===== config.mk =====
export PLATFORM = sky130hd
export DESIGN_NAME = single_divide
export DESIGN_NICKNAME = d
export VERILOG_FILES = /design/src/rtl/single_divide.sv
export SDC_FILE = /design/constraint.sdc
export NUM_CORES = 1
export LEC_CHECK = 0
export ABC_AREA = 1
export CORE_UTILIZATION = 52
export CTS_BUF_LIST = sky130_fd_sc_hd__clkbuf_8
export DETAILED_ROUTE_END_ITERATION = 10
export GPL_ROUTABILITY_DRIVEN = 0
export PLACE_DENSITY = 0.81
export SLEW_MARGIN = 25
export SYNTH_ARGS = -nofsm -noshare
export SYNTH_HDL_FRONTEND = slang
export SYNTH_SLANG_ARGS = --single-unit

===== constraint.sdc =====
create_clock -name clk -period 7.2 [get_ports clk]
set_input_delay 1.08 -clock clk [delete_from_list [all_inputs] [get_ports clk]]
set_output_delay 1.08 -clock clk [all_outputs]
set_load 0.05 [all_outputs]

===== src/rtl/single_divide.sv =====
// Iterative IEEE-754 single-precision divider, c = a / b, radix-2 restoring
// mantissa division with fixed latency for every operand class.
module single_divide (
    input  logic        clk,
    input  logic        rst,
    input  logic        in_valid,
    output logic        in_ready,
    input  logic [31:0] a,
    input  logic [31:0] b,
    output logic        out_valid,
    input  logic        out_ready,
    output logic [31:0] c
);

    typedef enum logic [1:0] {
        IDLE = 2'd0,
        DIV  = 2'd1,
        NORM = 2'd2,
        DONE = 2'd3
    } state_t;

    typedef enum logic [1:0] {
        SPC_NONE = 2'd0,
        SPC_NAN  = 2'd1,
        SPC_INF  = 2'd2,
        SPC_ZERO = 2'd3
    } spc_t;

    state_t             state_r;
    spc_t               spc_r;
    logic [4:0]         cnt_r;
    logic               phase_r;
    logic               sign_r;
    logic signed [9:0]  exp_r;
    logic [23:0]        mb_r;
    logic [25:0]        rem_r;
    logic [26:0]        q_r;
    logic [23:0]        mant_r;
    logic               guard_r;
    logic               sticky_r;
    logic               in_ready_r;
    logic               out_valid_r;
    logic [31:0]        c_r;

    logic               zero_a_s, zero_b_s, inf_a_s, inf_b_s, nan_a_s, nan_b_s;
    spc_t               spc_s;
    logic signed [9:0]  exp_in_s;
    logic               ge_s;
    logic [25:0]        rem_sub_s;
    logic [23:0]        norm_mant_s;
    logic               norm_guard_s;
    logic               norm_sticky_s;
    logic signed [9:0]  norm_exp_s;
    logic               round_up_s;
    logic [24:0]        mant_rnd_s;
    logic [22:0]        mant_fin_s;
    logic signed [9:0]  exp_fin_s;
    logic [31:0]        result_s;

    assign zero_a_s = (a[30:23] == 8'd0);
    assign zero_b_s = (b[30:23] == 8'd0);
    assign inf_a_s  = (a[30:23] == 8'hFF) && (a[22:0] == 23'd0);
    assign inf_b_s  = (b[30:23] == 8'hFF) && (b[22:0] == 23'd0);
    assign nan_a_s  = (a[30:23] == 8'hFF) && (a[22:0] != 23'd0);
    assign nan_b_s  = (b[30:23] == 8'hFF) && (b[22:0] != 23'd0);
    assign exp_in_s = $signed({2'b00, a[30:23]}) - $signed({2'b00, b[30:23]}) + 10'sd127;

    // Operand class decode; subnormal inputs are already flushed via zero_*
    always_comb begin
        spc_s = SPC_NONE;
        if (nan_a_s || nan_b_s || (zero_a_s && zero_b_s) || (inf_a_s && inf_b_s)) begin
            spc_s = SPC_NAN;
        end else if ((zero_b_s && !zero_a_s) || (inf_a_s && !inf_b_s)) begin
            spc_s = SPC_INF;
        end else if ((zero_a_s && !zero_b_s) || (inf_b_s && !inf_a_s)) begin
            spc_s = SPC_ZERO;
        end else begin
            spc_s = SPC_NONE;
        end
    end

    // One restoring-division step
    assign ge_s      = (rem_r >= {2'b00, mb_r});
    assign rem_sub_s = ge_s ? (rem_r - {2'b00, mb_r}) : rem_r;

    // Normalise the 27-bit quotient to a 24-bit mantissa plus guard/sticky
    always_comb begin
        norm_mant_s   = 24'd0;
        norm_guard_s  = 1'b0;
        norm_sticky_s = 1'b0;
        norm_exp_s    = exp_r;
        if (q_r[26]) begin
            norm_mant_s   = q_r[26:3];
            norm_guard_s  = q_r[2];
            norm_sticky_s = (|q_r[1:0]) | (|rem_r);
            norm_exp_s    = exp_r;
        end else begin
            norm_mant_s   = q_r[25:2];
            norm_guard_s  = q_r[1];
            norm_sticky_s = q_r[0] | (|rem_r);
            norm_exp_s    = exp_r - 10'sd1;
        end
    end

    // Round to nearest even; a carry out of the mantissa bumps the exponent
    always_comb begin
        round_up_s = guard_r & (sticky_r | mant_r[0]);
        mant_rnd_s = {1'b0, mant_r} + {24'd0, round_up_s};
        mant_fin_s = 23'd0;
        exp_fin_s  = exp_r;
        if (mant_rnd_s[24]) begin
            mant_fin_s = mant_rnd_s[23:1];
            exp_fin_s  = exp_r + 10'sd1;
        end else begin
            mant_fin_s = mant_rnd_s[22:0];
            exp_fin_s  = exp_r;
        end
    end

    // Final packing with overflow/underflow and special-class override
    always_comb begin
        result_s = 32'd0;
        case (spc_r)
            SPC_NAN:  result_s = 32'h7FC0_0000;
            SPC_INF:  result_s = {sign_r, 8'hFF, 23'd0};
            SPC_ZERO: result_s = {sign_r, 31'd0};
            SPC_NONE: begin
                if (exp_fin_s >= 10'sd255) begin
                    result_s = {sign_r, 8'hFF, 23'd0};
                end else if (exp_fin_s <= 10'sd0) begin
                    result_s = {sign_r, 31'd0};
                end else begin
                    result_s = {sign_r, exp_fin_s[7:0], mant_fin_s};
                end
            end
            default:  result_s = 32'd0;
        endcase
    end

    // Control FSM and datapath registers
    always_ff @(posedge clk) begin
        if (rst) begin
            state_r     <= IDLE;
            spc_r       <= SPC_NONE;
            cnt_r       <= 5'd0;
            phase_r     <= 1'b0;
            sign_r      <= 1'b0;
            exp_r       <= 10'sd0;
            mb_r        <= 24'd0;
            rem_r       <= 26'd0;
            q_r         <= 27'd0;
            mant_r      <= 24'd0;
            guard_r     <= 1'b0;
            sticky_r    <= 1'b0;
            in_ready_r  <= 1'b1;
            out_valid_r <= 1'b0;
            c_r         <= 32'd0;
        end else begin
            case (state_r)
                IDLE: begin
                    if (in_valid) begin
                        sign_r     <= a[31] ^ b[31];
                        exp_r      <= exp_in_s;
                        rem_r      <= {2'b01, a[22:0]};
                        mb_r       <= {1'b1, b[22:0]};
                        q_r        <= 27'd0;
                        spc_r      <= spc_s;
                        cnt_r      <= 5'd0;
                        in_ready_r <= 1'b0;
                        state_r    <= DIV;
                    end else begin
                        state_r    <= IDLE;
                    end
                end
                DIV: begin
                    q_r   <= {q_r[25:0], ge_s};
                    rem_r <= {rem_sub_s[24:0], 1'b0};
                    cnt_r <= cnt_r + 5'd1;
                    if (cnt_r == 5'd26) begin
                        phase_r <= 1'b0;
                        state_r <= NORM;
                    end else begin
                        state_r <= DIV;
                    end
                end
                NORM: begin
                    // First NORM edge normalises, second rounds and loads c
                    if (!phase_r) begin
                        mant_r   <= norm_mant_s;
                        guard_r  <= norm_guard_s;
                        sticky_r <= norm_sticky_s;
                        exp_r    <= norm_exp_s;
                        phase_r  <= 1'b1;
                    end else begin
                        c_r         <= result_s;
                        out_valid_r <= 1'b1;
                        phase_r     <= 1'b0;
                        state_r     <= DONE;
                    end
                end
                DONE: begin
                    if (out_ready) begin
                        out_valid_r <= 1'b0;
                        in_ready_r  <= 1'b1;
                        cnt_r       <= 5'd0;
                        state_r     <= IDLE;
                    end else begin
                        state_r     <= DONE;
                    end
                end
                default: begin
                    state_r     <= IDLE;
                    in_ready_r  <= 1'b1;
                    out_valid_r <= 1'b0;
                end
            endcase
        end
    end

    assign in_ready  = in_ready_r;
    assign out_valid = out_valid_r;
    assign c         = c_r;

endmodule


==> flow_metrics.env <==
export IMPL_status="finished clean"
export IMPL_cts_buffer_depth=2
export IMPL_crit_type="in -> reg"
export IMPL_p_leak_nw=4.73
export IMPL_ir_drop_mv=0.140
export IMPL_post_cts_resized=0
export IMPL_die_w_microns=141
export IMPL_vias=10500
export IMPL_cts_buffers=17
export IMPL_ant_nets=0
export IMPL_port_buffers=101
export IMPL_area_growth_pct=15.0
export IMPL_tns_ns=0
export IMPL_layout_nets=1731
export IMPL_clock_sinks=158
export IMPL_ys_warnings_count=0
export IMPL_start_util=0.534
export IMPL_antennaDiodeCount=0
export IMPL_critPathLaunch="in_valid"
export IMPL_tightest_slew_ns=1.16
export IMPL_core_area_sq_mm=0.0188
export IMPL_hold_buffers=0
export IMPL_finalMaxSlewViolations=0
export IMPL_finalClockSkew_ns=0.00926
export IMPL_fin_area_sq_mm=0.0116
export IMPL_reg2reg_from="state_r[0]"
export IMPL_via_per_inst=5.55
export IMPL_clock_root_buffer="clkbuf_8"
export IMPL_final_hold_viol_count=0
export IMPL_cts_htree_levels=4
export IMPL_rsz0062_at_grt="no"
export IMPL_wire_per_inst_microns=14.0
export IMPL_gr_total_overflow=0
export IMPL_hp_start="c[30]"
export IMPL_drv_cap=0
export IMPL_ios=102
export IMPL_grt_antenna_before_repair=0
export IMPL_wirelength_mm=26.6
export IMPL_post_cts_buffers=0
export IMPL_dieHeight_microns=141
export IMPL_path_clk_slew_ns=0.08
export IMPL_syn_inst=1559
export IMPL_grt_pass1_vias=9436
export IMPL_cts_tree="yes"
export IMPL_drc=0
export IMPL_relSlewSlack=0.222
export IMPL_async_flop_share=0
export IMPL_seq_area_frac_synth=0.315
export IMPL_drtIter0Drc=787
export IMPL_crit_required_ns=7.62
export IMPL_ys_flop_type="dfxtp_1"
export IMPL_ys_ff_latch=158
export IMPL_yosysUniqueCellTypes=47
export IMPL_fin_crit_ns=4.55
export IMPL_drtPass1Iterations=5
export IMPL_hpwl_mm=19.7
export IMPL_syn_cell_area_sq_mm=0.0101
export IMPL_worstPathArrival_ns=4.97
export IMPL_min_path_type="reg -> reg"
export IMPL_setup_viol=0
export IMPL_crit_fanout=49
export IMPL_row_count=50
export IMPL_place_area_sq_mm=0.0112
export IMPL_die_area_sq_mm=0.0199
export IMPL_avgSynthCellArea_sq_um=6.45
export IMPL_grt_usage=0.271
export IMPL_whs_ns=0.455
export IMPL_clk_latency_ns=0.47
export IMPL_fmax_mhz=220
export IMPL_fin_crit_sh=0.632
export IMPL_fillCellCount=1757
export IMPL_p_per_area_mw_per_mm2=217
export IMPL_synth_edf_count=0
export IMPL_syn_nets=1668
export IMPL_finalPower_mw=2.51
export IMPL_grt_max_degree=80
export IMPL_grt_pass1_wl_mm=43.8
export IMPL_endpoint_kind="flip-flop"
export IMPL_worst_setup_path_start_kind="primary input"
export IMPL_final_layout_size_suffix_gt1_frac=0.0379
[flip-flops by register name, indices dropped and copies added (netlist names), 2 cells and up]
register / cells
c: 32
spc_r: 2
q_r: 27
state_r: 2
cnt_r: 5
mant_r: 24
exp_r: 10
rem_r: 26
mb_r: 24
[metrics by stage]
step | utilization | std cells | worst slack (ns)
6_report | 0.614 | 1894 | 2.65
5_1_grt | 0.614 | 1894 | 2.41
4_1_cts | 0.614 | 1894 | 3.14
3_5_place_dp | 0.593 | 1863 | 2.66
3_3_place_gp | 0.593 | 1863 | 2.80
2_1_floorplan | - | 1559 | 4.36
[worst max-delay path: stages]
cell and delay (ns):
clkdlybuf4s50_1 0.50, nand2_1 0.28, nor2_1 0.52, inv_1 0.10
buf_4 0.27, nand2_1 0.57, clkinv_1 1.00, a211oi_1 0.50
nand2_1 0.09, inv_1 0.05
[per-layer routing]
layer | wire (microns) | part of all wire | global-route usage | up-vias
li1 | - | - | - | 5283
met1 | 11800 | 0.44 | 0.354 | 4802
met2 | 12200 | 0.46 | 0.448 | 372
met3 | 1970 | 0.074 | 0.0506 | 59
met4 | 659 | 0.025 | 0.0927 | 0
met5 | 0 | 0 | 0 | -
[where the power goes]
group	internal, mW	total (mW)	switching (mW)
combinational	0.305	0.848	0.544
sequential	0.919	0.973	0.0538
clock	0.361	0.685	0.323
[final timing paths]
path / cells after the start / slack, ns / endpoint
setup / recovery: 10 / 2.65 / rem_r[17]
hold / removal: 2 / 0.45 / c[30]
setup reg to reg: 9 / 3.28 / rem_r[17]
hold reg to reg: 2 / 0.45 / c[30]
[cell usage after synthesis (4+ instances only)]
master / instances / area share
nand3b_1: 5 / 0.0037
a31oi_1: 38 / 0.024
o21ai_1: 32 / 0.016
a21o_1: 5 / 0.0037
nor3_1: 32 / 0.016
a211oi_1: 6 / 0.0045
xor2_1: 26 / 0.023
nand2_2: 4 / 0.0025
ha_1: 39 / 0.049
inv_1: 166 / 0.062
dfxtp_1: 158 / 0.31
a21oi_1: 118 / 0.059
nor2_1: 134 / 0.050
or2_2: 4 / 0.0025
o21ai_0: 131 / 0.065
xnor2_1: 22 / 0.019
nor4_1: 22 / 0.014
nand2_1: 418 / 0.16
nand4_1: 33 / 0.021
nand3_1: 60 / 0.030
buf_6: 4 / 0.0045
o21bai_1: 9 / 0.0067
buf_2: 4 / 0.0020
clkbuf_1: 52 / 0.019
[logic make-up (layout without fill, tap and decap cells)]
group,Yosys count,count (layout),share of synthesized area
XOR/XNOR,48,48,0.0418
AND/OR/NAND/NOR,726,726,0.309
AO/OA/AOI/OAI,353,353,0.190
buffers and inverters,233,308,0.0916
adder cells (fa/ha/maj),41,41,0.0525
flip-flops,158,158,0.315
[final cells by class]
class,instances,area (sq um),share of cell area
timing repair buffer,108,1060,0.0916
sequential,158,3160,0.274
clock buffer,20,275,0.0238
multi-input combinational,1168,5980,0.517
clock inverter,11,125,0.0108
inverter,169,634,0.0549
tap,260,325,0.0281
[cell usage in the layout (no fill, tap or decap), drive strengths merged, types with 4 or more instances in the layout]
cell and count:
a31oi 38, inv 172, a211oi 6, xnor2 22
clkdlybuf4s50 100, nand2 424, nor4 22, buf 8
dfxtp 158, a21oi 119, o21ai 165, ha 39
nand3 64, o21bai 9, nor3 33, nor2 136
clkinv 5, clkbuf 20, nand3b 5, nand4 33
xor2 26, a21o 5, or2 4
(Power assumes the default switching activity.)
